===== src/rtl/text_banner.sv =====
`default_nettype none
// +----------------------------------------------------------------------------+
// | Module   : text_banner                                                     |
// | Purpose  : Animated 4x5 block-font text overlay for the VGA pixel path.    |
// | Revision : 1.0 - initial release                                           |
// +----------------------------------------------------------------------------+
module text_banner #(
    parameter int          NUM_CHARS     = 8,
    parameter int          H_ORIGIN      = 64,
    parameter int          V_ORIGIN      = 48,
    parameter int          SCALE_LOG2    = 4,
    parameter logic [11:0] FG_COLOR      = 12'hFFF,
    parameter logic [11:0] BG_COLOR      = 12'h000,
    parameter int          REVEAL_FRAMES = 8,
    parameter int          BLINK_FRAMES  = 30
) (
    input  logic                   clk,
    input  logic                   rst_n,
    input  logic [9:0]             Hcount,
    input  logic [9:0]             Vcount,
    input  logic                   video_on,
    input  logic                   start,
    input  logic                   blink_en,
    input  logic [4*NUM_CHARS-1:0] msg,
    output logic [3:0]             red,
    output logic [3:0]             green,
    output logic [3:0]             blue,
    output logic                   revealed
);

    localparam logic [1:0] c_IDLE   = 2'd0;
    localparam logic [1:0] c_REVEAL = 2'd1;
    localparam logic [1:0] c_SHOW   = 2'd2;

    localparam int c_FC_W = (REVEAL_FRAMES > 1) ? $clog2(REVEAL_FRAMES) : 1;
    localparam int c_BC_W = (BLINK_FRAMES > 1) ? $clog2(BLINK_FRAMES) : 1;

    localparam logic [c_FC_W-1:0] c_FC_LAST  = c_FC_W'(REVEAL_FRAMES - 1);
    localparam logic [c_FC_W-1:0] c_FC_ONE   = c_FC_W'(1);
    localparam logic [c_BC_W-1:0] c_BC_LAST  = c_BC_W'(BLINK_FRAMES - 1);
    localparam logic [c_BC_W-1:0] c_BC_ONE   = c_BC_W'(1);
    localparam logic [3:0]        c_NUM      = 4'(NUM_CHARS);
    localparam logic [9:0]        c_H0       = 10'(H_ORIGIN);
    localparam logic [9:0]        c_V0       = 10'(V_ORIGIN);
    localparam logic [9:0]        c_CX_LIMIT = 10'(5 * NUM_CHARS - 1);

    function automatic logic [19:0] glyph(input logic [3:0] code);
        logic [19:0] g;
        case (code)
            4'd0:    g = 20'h00000;
            4'd1:    g = 20'h69F99;
            4'd2:    g = 20'hF8E8F;
            4'd3:    g = 20'hF8B9F;
            4'd4:    g = 20'hE444E;
            4'd5:    g = 20'h8888F;
            4'd6:    g = 20'h9FF99;
            4'd7:    g = 20'h9DB99;
            4'd8:    g = 20'hF999F;
            4'd9:    g = 20'hE9E88;
            4'd10:   g = 20'hE9EA9;
            4'd11:   g = 20'hF8F1F;
            4'd12:   g = 20'hF4444;
            4'd13:   g = 20'h9999F;
            4'd14:   g = 20'h999A4;
            default: g = 20'h99FF9;
        endcase
        return g;
    endfunction

    // ------------------------------------------------------------------
    // Frame tick: one pulse per arrival at (0,0), however long it is held
    // ------------------------------------------------------------------
    logic w_at_origin;
    logic r_at_origin;
    logic r_tick;

    assign w_at_origin = (Hcount == 10'd0) && (Vcount == 10'd0);

    always_ff @(posedge clk or negedge rst_n) begin
        if (!rst_n) begin
            r_at_origin <= 1'b0;
            r_tick      <= 1'b0;
        end else begin
            r_at_origin <= w_at_origin;
            r_tick      <= w_at_origin && !r_at_origin;
        end
    end

    // ------------------------------------------------------------------
    // Reveal state machine
    // ------------------------------------------------------------------
    logic [1:0]          r_state;
    logic [1:0]          w_next_state;
    logic [4*NUM_CHARS-1:0] r_msg;
    logic [3:0]          r_shown;
    logic [c_FC_W-1:0]   r_frame_cnt;
    logic [c_BC_W-1:0]   r_blink_cnt;
    logic                r_phase;
    logic                w_show;
    logic                w_reveal;
    logic                w_reveal_step;
    logic                w_last_char;

    assign w_reveal_step = r_tick && (r_frame_cnt == c_FC_LAST);
    assign w_last_char   = ((r_shown + 4'd1) == c_NUM);

    always_ff @(posedge clk or negedge rst_n) begin
        if (!rst_n) begin
            r_state <= c_IDLE;
        end else begin
            r_state <= w_next_state;
        end
    end

    always_comb begin
        w_next_state = r_state;
        if (start) begin
            w_next_state = (NUM_CHARS == 1) ? c_SHOW : c_REVEAL;
        end else begin
            case (r_state)
                c_IDLE:   w_next_state = c_IDLE;
                c_REVEAL: if (w_reveal_step && w_last_char) w_next_state = c_SHOW;
                c_SHOW:   w_next_state = c_SHOW;
                default:  w_next_state = c_IDLE;
            endcase
        end
    end

    always_comb begin
        w_show   = (r_state == c_SHOW);
        w_reveal = (r_state == c_REVEAL);
        revealed = w_show;
    end

    // start outranks a coincident tick, so it is tested first
    always_ff @(posedge clk or negedge rst_n) begin
        if (!rst_n) begin
            r_msg       <= '0;
            r_shown     <= 4'd0;
            r_frame_cnt <= '0;
        end else if (start) begin
            r_msg       <= msg;
            r_shown     <= 4'd1;
            r_frame_cnt <= '0;
        end else if (w_reveal && r_tick) begin
            if (r_frame_cnt == c_FC_LAST) begin
                r_frame_cnt <= '0;
                r_shown     <= r_shown + 4'd1;
            end else begin
                r_frame_cnt <= r_frame_cnt + c_FC_ONE;
            end
        end
    end

    always_ff @(posedge clk or negedge rst_n) begin
        if (!rst_n) begin
            r_blink_cnt <= '0;
            r_phase     <= 1'b0;
        end else if (w_show && blink_en && !start) begin
            if (r_tick) begin
                if (r_blink_cnt == c_BC_LAST) begin
                    r_blink_cnt <= '0;
                    r_phase     <= ~r_phase;
                end else begin
                    r_blink_cnt <= r_blink_cnt + c_BC_ONE;
                end
            end
        end else begin
            r_blink_cnt <= '0;
            r_phase     <= 1'b0;
        end
    end

    // ------------------------------------------------------------------
    // Stage 1: box test and cell coordinates
    // ------------------------------------------------------------------
    logic [9:0] w_dx;
    logic [9:0] w_dy;
    logic [9:0] w_cx;
    logic [9:0] w_cy;
    logic       w_in_box;
    logic       r_in_box;
    logic [5:0] r_cx;
    logic [2:0] r_cy;
    logic       r_vid;

    assign w_dx     = Hcount - c_H0;
    assign w_dy     = Vcount - c_V0;
    assign w_cx     = w_dx >> SCALE_LOG2;
    assign w_cy     = w_dy >> SCALE_LOG2;
    assign w_in_box = (Hcount >= c_H0) && (Vcount >= c_V0) &&
                      (w_cx < c_CX_LIMIT) && (w_cy < 10'd5);

    // Inside the box cx < 40 and cy < 5, so the narrow copies are exact
    always_ff @(posedge clk or negedge rst_n) begin
        if (!rst_n) begin
            r_in_box <= 1'b0;
            r_cx     <= 6'd0;
            r_cy     <= 3'd0;
            r_vid    <= 1'b0;
        end else begin
            r_in_box <= w_in_box;
            r_cx     <= w_cx[5:0];
            r_cy     <= w_cy[2:0];
            r_vid    <= video_on;
        end
    end

    // ------------------------------------------------------------------
    // Stage 2: glyph lookup and colour
    // ------------------------------------------------------------------
    logic [5:0]  w_slot;
    logic [5:0]  w_col;
    logic [3:0]  w_code;
    logic [19:0] w_glyph;
    logic [3:0]  w_row;
    logic        w_bit;
    logic        w_visible;
    logic        w_blank;
    logic        w_fg;
    logic [11:0] w_color;

    assign w_slot  = r_cx / 6'd5;
    assign w_col   = r_cx % 6'd5;
    assign w_glyph = glyph(w_code);

    always_comb begin
        w_code = 4'd0;
        for (int i = 0; i < NUM_CHARS; i++) begin
            if (w_slot == 6'(i)) w_code = r_msg[4*i +: 4];
        end
    end

    always_comb begin
        case (r_cy)
            3'd0:    w_row = w_glyph[19:16];
            3'd1:    w_row = w_glyph[15:12];
            3'd2:    w_row = w_glyph[11:8];
            3'd3:    w_row = w_glyph[7:4];
            3'd4:    w_row = w_glyph[3:0];
            default: w_row = 4'd0;
        endcase
    end

    // blink_en gates the phase directly so dropping it restores FG at once
    assign w_bit     = w_row[2'd3 - w_col[1:0]];
    assign w_visible = w_show || ({2'b00, r_shown} > w_slot);
    assign w_blank   = r_phase && blink_en && w_show;
    assign w_fg      = r_in_box && (w_col != 6'd4) && w_visible && w_bit && !w_blank;
    assign w_color   = !r_vid ? 12'h000 : (w_fg ? FG_COLOR : BG_COLOR);

    always_ff @(posedge clk or negedge rst_n) begin
        if (!rst_n) begin
            red   <= 4'd0;
            green <= 4'd0;
            blue  <= 4'd0;
        end else begin
            {red, green, blue} <= w_color;
        end
    end

endmodule
`default_nettype wire


===== config.mk =====
export PLATFORM = sky130hd
export DESIGN_NAME = text_banner
export DESIGN_NICKNAME = d
export VERILOG_FILES = /design/src/rtl/text_banner.sv
export SDC_FILE = /design/constraint.sdc
export NUM_CORES = 1
export LEC_CHECK = 0
export CAP_MARGIN = 20
export CORE_ASPECT_RATIO = 0.75
export CORE_UTILIZATION = 55
export CTS_BUF_LIST = sky130_fd_sc_hd__clkbuf_4 sky130_fd_sc_hd__clkbuf_8
export DETAILED_ROUTE_END_ITERATION = 7
export PLACE_DENSITY_LB_ADDON = 0.2
export SLEW_MARGIN = 25
export SYNTH_ARGS = -nofsm -noshare
export SYNTH_HDL_FRONTEND = slang
export SYNTH_SLANG_ARGS = --single-unit

===== constraint.sdc =====
create_clock -name clk -period 5.9 [get_ports clk]
set_clock_uncertainty 0.15 [all_clocks]
set_input_delay 0.59 -clock clk [delete_from_list [all_inputs] [get_ports clk]]
set_output_delay 0.59 -clock clk [all_outputs]
set_load 0.02 [all_outputs]

# Word-level counts from Yosys, hierarchy flattened
# Memory sizes are Yosys's and may differ from the RTL's.
# Index checks and enable logic that the tools add are counted.
# totals
ff_bits	72
rom_bits	320
output_inout_bits	13
elab_cells	107
memories	1
# memory_table
name	words	word_bits	rd	rd_ports_with_merged_regs	wr	line	source
(no name shown)	16	20	1	0	0	49	case (code)
# op_classes
add_sub_neg	6
n_div	2
magnitude_cmp	6
n_eq_ne	20
muxes	28
bitwise_logic	1
n_reduce_logical	28
# op_table
op	count
2-to-1 mux 4 bit	11
equality test 6 x 3 -> 1 bit (second input constant)	4
2-to-1 mux 12 bit	2
logical NOT 10 bit	2
one-hot mux 4 bit (5 select lines)	1
logical AND 1 bit	16
2-to-1 mux 5 bit	3
equality test 6 x 2 -> 1 bit (second input constant)	2
>= comparator 10 x 6 -> 1 bit (second input constant)	1
>= comparator 10 x 7 -> 1 bit (second input constant)	1
subtractor 10 x 6 -> 10 bit (second input constant)	1
subtractor 10 x 7 -> 10 bit (second input constant)	1
2-to-1 mux 3 bit	3
divider 6 x 3 -> 6 bit (second input constant)	1
equality test 3 x 2 -> 1 bit (second input constant)	2
equality test 3 bit (second input constant)	2
equality test 6 x 1 -> 1 bit (second input constant)	1
greater-than comparator 4 x 6 -> 1 bit	1
logical NOT 6 bit	1
< comparator 6 x 3 -> 1 bit (second input constant)	1
< comparator 6 bit (second input constant)	1
modulo 6 x 3 -> 6 bit (second input constant)	1
!= test 6 x 3 -> 1 bit (second input constant)	1
adder 5 x 1 -> 5 bit (second input constant)	1
other kinds (22)	30

# Depth between registers and ports, before layout
# An unclocked memory read counts as a cell.
# logic_depth
ltp_word	18
depth_mapped	29
depth_no_buf	24

# Least setup slack after synthesis
# No wires, ideal clock.
# synth_timing
path_kind	reg2reg
start	reg r_cx[4]
end	reg blue[2]
setup_ns	0.134
arrival_time_ns	5.143
required_ns	5.616
setup_slack_ns	0.472
path_stages_with_launch	26
path_buffers	4
synth_period_minus_slack_ns	5.428
path_cell_list	dfrtp_1 -> buf_2 -> nand2b_1 -> a32o_1 -> nor2_2 -> ha_1 -> clkbuf_1 -> nand2b_1 -> buf_2 -> nand2_1 -> inv_2 -> xnor2_1 -> ha_1 -> nor2b_1 -> a31oi_4 -> a211oi_4 -> mux2i_1 -> a221oi_2 -> inv_1 -> ha_1 -> clkbuf_1 -> and3b_1 -> a21oi_1 -> o22ai_1 -> nor4_2 -> a211oi_2
# synth_via
elab_chain_len	18
# synth_lines
element	line	source
from (decl)	183	logic [5:0] r_cx;
from (signal assigned)	203	r_cx <= w_cx[5:0];
divider 6 x 3 -> 6 bit	223	assign w_slot = r_cx / 6'd5;
logical NOT 6 bit	230	if (w_slot == 6'(i)) w_code = r_msg[4*i +: 4];
2-to-1 mux 4 bit (8 in a row)	230	
memory (16 x 20 bit)	-	
one-hot mux 4 bit (5 select lines)	235	case (r_cy)
binary-select mux 1 bit (select 2 bit)	246	assign w_bit = w_row[2'd3 - w_col[1:0]];
2-to-1 mux 1 bit (implied by the code)	246	
logical AND 1 bit (*) (2 in a row)	249	assign w_fg = r_in_box && (w_col != 6'd4) && w_visible && w_bit && !w_blank;
2-to-1 mux 12 bit (*) (2 in a row)	250	assign w_color = !r_vid ? 12'h000 : (w_fg ? FG_COLOR : BG_COLOR);
to (signal assigned)	258	{red, green, blue} <= w_color;
to (decl)	27	output logic [3:0] blue,
# Mark *: on every way between the ends. The rest lies on a longest branch, timed or not. The select of a mux whose other input is x is not followed.
# A chain may end at the register's enable or synchronous reset.

# Final worst setup path
# Ends and elaborated chain as after synthesis.

==> run_summary.xml <==
<?xml version="1.0" encoding="UTF-8"?>
<metrics>
  <group name="worst_setup_path">
    <metric name="timing_worst_setup_path_type" unit="">reg2reg</metric>
    <metric name="critPathCaptureType" unit="">flip-flop</metric>
    <metric name="cp_buf_inv_count" unit="">3</metric>
    <metric name="worst-endpoint-arrival" unit="ns">5.58</metric>
    <metric name="crit_chain" unit="">nand2b_1 -&gt; a32o_1 -&gt; nor2_2 -&gt; ha_2 -&gt; nand2b_1 -&gt; nand2_1 -&gt; inv_2 -&gt; xnor2_1 -&gt; ha_1 -&gt; nor2b_2 -&gt; a31oi_4 -&gt; a211oi_4 -&gt; mux2_2 -&gt; a21oi_2 -&gt; inv_1 -&gt; ha_1 -&gt; inv_1 -&gt; a21oi_1 -&gt; a221oi_1 -&gt; a2111oi_2 -&gt; a211oi_2</metric>
    <metric name="critical_path_depth" unit="">21</metric>
    <metric name="path_delay_family" unit="">compound AO/OA/AOI/OAI gates</metric>
    <metric name="worst-path-max-fanout" unit="">20</metric>
    <metric name="critical_path.max_stage_delay" unit="ns">0.53</metric>
    <metric name="ff_to_ff_end" unit="">blue[2]</metric>
    <metric name="r2r_cells" unit="">21</metric>
    <metric name="crit_path_end" unit="">blue[2]</metric>
    <metric name="regToRegSetupSlack" unit="ns">0.44</metric>
    <metric name="crit_path_top_delay_cell" unit="">sky130_fd_sc_hd__dfrtp_2</metric>
    <metric name="critical_path.reg2reg.startpoint" unit="">r_cx[4]</metric>
    <metric name="worst_setup_path_startpoint" unit="">r_cx[4]</metric>
    <metric name="worst_ep_required_time" unit="ns">6.02</metric>
    <metric name="startpoint_type" unit="">flip-flop</metric>
  </group>
  <group name="floorplanning">
    <metric name="dieHeight" unit="um">79.9</metric>
    <metric name="floorplan.initialDensity" unit="">0.567</metric>
    <metric name="die_outline_area" unit="mm2">0.00845</metric>
    <metric name="placeableCoreArea" unit="mm2">0.00785</metric>
    <metric name="die_w" unit="um">106</metric>
    <metric name="rows" unit="">28</metric>
    <metric name="floorplan.io_pins" unit="">70</metric>
  </group>
  <group name="route">
    <metric name="vias_per_cell" unit="">6.05</metric>
    <metric name="drt-pass1-iter-count" unit="">5</metric>
    <metric name="ant_nets" unit="">0</metric>
    <metric name="postRouteWirelength" unit="mm">10.8</metric>
    <metric name="drt-initial-drc-count" unit="">386</metric>
    <metric name="remaining_drc_errors" unit="">0</metric>
    <metric name="route.vias.total" unit="">3869</metric>
    <metric name="routed_wire_length_per_instance" unit="um">16.8</metric>
  </group>
  <group name="job">
    <metric name="max-cap-violations" unit="">0</metric>
  </group>
  <group name="clock_tree">
    <metric name="htreeDepth" unit="">3</metric>
    <metric name="cts.path.max_buffers" unit="">2</metric>
    <metric name="clock_sink_count" unit="">61</metric>
    <metric name="cts_tree" unit="">built</metric>
    <metric name="inserted_clock_buffers" unit="">9</metric>
    <metric name="clk_pin_slew" unit="ns">0.08</metric>
    <metric name="clock-root-buffer" unit="">sky130_fd_sc_hd__clkbuf_8</metric>
    <metric name="worstSkewPairLatency" unit="ns">0.35</metric>
  </group>
  <group name="power_and_ir_drop">
    <metric name="power.ir.vdd_worst" unit="mV">0.196</metric>
    <metric name="internal_power" unit="uW">903</metric>
    <metric name="pwr_density_cell" unit="mW/mm2">269</metric>
    <metric name="total_leakage_power" unit="nW">2.23</metric>
    <metric name="p_sw_frac" unit="">0.374</metric>
    <metric name="pwr-share-clk" unit="">0.269</metric>
    <metric name="power.combinational.fraction" unit="">0.397</metric>
    <metric name="power.switching" unit="uW">540</metric>
    <metric name="power_frac_seq" unit="">0.333</metric>
    <metric name="p_total" unit="mW">1.44</metric>
  </group>
  <group name="cells_and_area">
    <metric name="share_of_cells_above_drive_strength_1" unit="">0.168</metric>
    <metric name="most_used_cells_in_the_layout_excluding_fill_and_tap_cells" unit="">67 x sky130_fd_sc_hd__clkdlybuf4s50_1, 59 x sky130_fd_sc_hd__dfrtp_1, 37 x sky130_fd_sc_hd__nand2_1</metric>
    <metric name="area_growth_syn_to_layout" unit="%">20.5</metric>
    <metric name="num_antenna_cells" unit="">0</metric>
    <metric name="nNetsFinal" unit="">617</metric>
    <metric name="postLayoutCellArea" unit="mm2">0.00536</metric>
    <metric name="mostFrequentLayoutCell" unit="">sky130_fd_sc_hd__clkdlybuf4s50_1</metric>
    <metric name="number_of_cells_in_the_finished_layout_apart_from_fillers" unit="">640</metric>
  </group>
  <group name="place">
    <metric name="placed_cells" unit="">622</metric>
    <metric name="place_hpwl" unit="mm">8.16</metric>
    <metric name="place.gp.congestion" unit="">0.966</metric>
    <metric name="placed_cell_area" unit="mm2">0.00512</metric>
    <metric name="port_buffers" unit="">69</metric>
    <metric name="dp_worst_setup_slack" unit="ns">0.172</metric>
  </group>
  <group name="synth">
    <metric name="ys_seq_area_frac" unit="">0.343</metric>
    <metric name="syn_avg_cell_area" unit="um2">9.40</metric>
    <metric name="synth.cell_area" unit="mm2">0.00445</metric>
    <metric name="synth_edf_count" unit="">0</metric>
    <metric name="synth.distinct_cells" unit="">82</metric>
    <metric name="synth_cells" unit="">473</metric>
    <metric name="ys_top_cells_by_area" unit="">sky130_fd_sc_hd__dfrtp_1 34%, sky130_fd_sc_hd__ha_1 8.4%, sky130_fd_sc_hd__mux2_2 7.8%</metric>
    <metric name="yosys_warnings" unit="">0</metric>
    <metric name="most_instantiated_flip_flop_cell_in_the_synthesis_netlist" unit="">sky130_fd_sc_hd__dfrtp_1</metric>
    <metric name="mappedNetlistNets" unit="">560</metric>
    <metric name="synth_top_cell_by_area" unit="">sky130_fd_sc_hd__dfrtp_1</metric>
    <metric name="yosys_reg_bits" unit="">61</metric>
    <metric name="async_reset_ff_frac" unit="">1.00</metric>
    <metric name="yosys.area.top_type_share" unit="">0.343</metric>
  </group>
  <group name="sta">
    <metric name="rsz0062_at_grt" unit="">false</metric>
    <metric name="fin_setup_tns" unit="ns">0</metric>
    <metric name="timing_hold_violations_final" unit="">0</metric>
    <metric name="timing_max_transition_violations_final" unit="">0</metric>
    <metric name="final_critical_path_setup_slack" unit="ns">0.444</metric>
    <metric name="relSlewSlack" unit="">0.408</metric>
    <metric name="fin_crit_sh" unit="">0.925</metric>
    <metric name="timing_worst_slew_pin_value" unit="ns">0.887</metric>
    <metric name="fin_crit" unit="ns">5.46</metric>
    <metric name="fmax" unit="GHz">0.183</metric>
    <metric name="setup_viol" unit="">0</metric>
  </group>
  <group name="global_route">
    <metric name="global_route.usage.total" unit="">0.266</metric>
    <metric name="grt_remaining_overflow" unit="">0</metric>
    <metric name="antenna_found_initial" unit="">0</metric>
    <metric name="grt_first_pass_wirelength" unit="mm">17.3</metric>
    <metric name="via_count_of_the_first_global_routing_pass" unit="">3362</metric>
    <metric name="maximum_number_of_pins_on_one_net_before_global_route_repair" unit="">62</metric>
  </group>
  <group name="worst_hold_path">
    <metric name="hp-class" unit="">in2async</metric>
  </group>
  <group name="run_status">
    <metric name="outcome" unit="">finished clean</metric>
  </group>
</metrics>
through the flow:
stage | hold slack, ns | utilization
2_1_floorplan | 0.144 | -
3_3_place_gp | 0.235 | 0.653
3_5_place_dp | 0.242 | 0.653
4_1_cts | 0.251 | 0.680
5_1_grt | 0.262 | 0.683
6_report | 0.235 | 0.683
cell type report:
| type | count | area, um2 |
|---|---|---|
| multi-input combinational | 357 | 2650 |
| clock buffer | 10 | 138 |
| sequential | 61 | 1530 |
| inverter | 22 | 82.6 |
| clock inverter | 6 | 70.1 |
| tap | 105 | 131 |
| fill | 619 | 2490 |
| timing repair buffer | 79 | 756 |
kinds of logic (layout without fill, tap and decap cells):
kind of cell / Yosys count / count (layout) / share of synthesized area
simple gates: 145 / 145 / 0.172
xor+xnor: 10 / 10 / 0.0197
compound gates: 134 / 134 / 0.223
fa+ha+maj: 30 / 30 / 0.0844
mux: 38 / 38 / 0.0954
flops: 61 / 61 / 0.343
buf+inv: 55 / 117 / 0.0624
cell usage after synthesis, types with 3 or more instances:
cell type,number
sky130_fd_sc_hd__dfrtp_1,61
sky130_fd_sc_hd__nand2_1,37
sky130_fd_sc_hd__mux2_2,31
sky130_fd_sc_hd__a21oi_1,30
sky130_fd_sc_hd__ha_1,30
sky130_fd_sc_hd__nor2_1,29
sky130_fd_sc_hd__o21ai_0,22
sky130_fd_sc_hd__inv_1,21
sky130_fd_sc_hd__nand3_1,15
sky130_fd_sc_hd__buf_4,12
sky130_fd_sc_hd__nand2b_1,11
sky130_fd_sc_hd__nor2b_1,11
sky130_fd_sc_hd__buf_2,9
sky130_fd_sc_hd__clkbuf_1,9
sky130_fd_sc_hd__o21ai_1,8
sky130_fd_sc_hd__a31oi_1,7
sky130_fd_sc_hd__nor3_1,7
sky130_fd_sc_hd__mux2i_1,6
sky130_fd_sc_hd__nand4_1,6
sky130_fd_sc_hd__a211oi_1,5
sky130_fd_sc_hd__a221oi_1,5
sky130_fd_sc_hd__nand3b_1,5
sky130_fd_sc_hd__xnor2_1,5
sky130_fd_sc_hd__xor2_1,5
sky130_fd_sc_hd__a211o_1,4
sky130_fd_sc_hd__or3_1,4
sky130_fd_sc_hd__a21o_1,3
sky130_fd_sc_hd__a311oi_1,3
sky130_fd_sc_hd__a41oi_1,3
sky130_fd_sc_hd__o21bai_1,3
sky130_fd_sc_hd__o22ai_1,3
sky130_fd_sc_hd__o31ai_1,3
flip-flops by register name (all words and copies together) (netlist names), 2 cells and up:
name         cells
r_blink_cnt      5
r_cx             6
r_cy             3
r_frame_cnt      3
r_msg           32
r_shown          4
r_state          2
worst min-delay path by stage:
| stage | end | cells after the start | start |
|---|---|---|---|
| after floorplan | blue[2] | 0 | rst_n |
| after global placement | r_tick | 1 | r_at_origin |
| after detailed placement | r_tick | 1 | r_at_origin |
| after CTS | r_msg[14] | 2 | rst_n |
| after global routing | r_tick | 1 | r_at_origin |
| final | r_msg[14] | 2 | rst_n |
power by group through the flow:
stage,clock network (mW),registers [mW],logic [mW]
after CTS,0.398,0.479,0.555
after detailed placement,0,0.488,0.552
after global placement,0,0.486,0.554
final,0.389,0.481,0.573
after floorplan,0,0.472,0.417
after global routing,0.416,0.485,0.622
metal layers:
| layer | vias up | global-route usage | share of wire |
|---|---|---|---|
| li1 | 1842 | - | - |
| met1 | 1847 | 0.406 | 0.50 |
| met2 | 170 | 0.370 | 0.41 |
| met3 | 10 | 0.0727 | 0.086 |
| met4 | 0 | 0.0556 | 0.0088 |
| met5 | - | 0 | 0 |
what timing repair did:
| item | 4_1_cts | 5_1_grt |
|---|---|---|
| setup buffers | 0 | 2 |
| setup endpoints to repair | 0 | 1 |
| hold endpoints to repair | 0 | 0 |
| resized for setup | 0 | 5 |
| hold buffers | 0 | 0 |
Note: power is estimated with default switching activity, not from simulation.
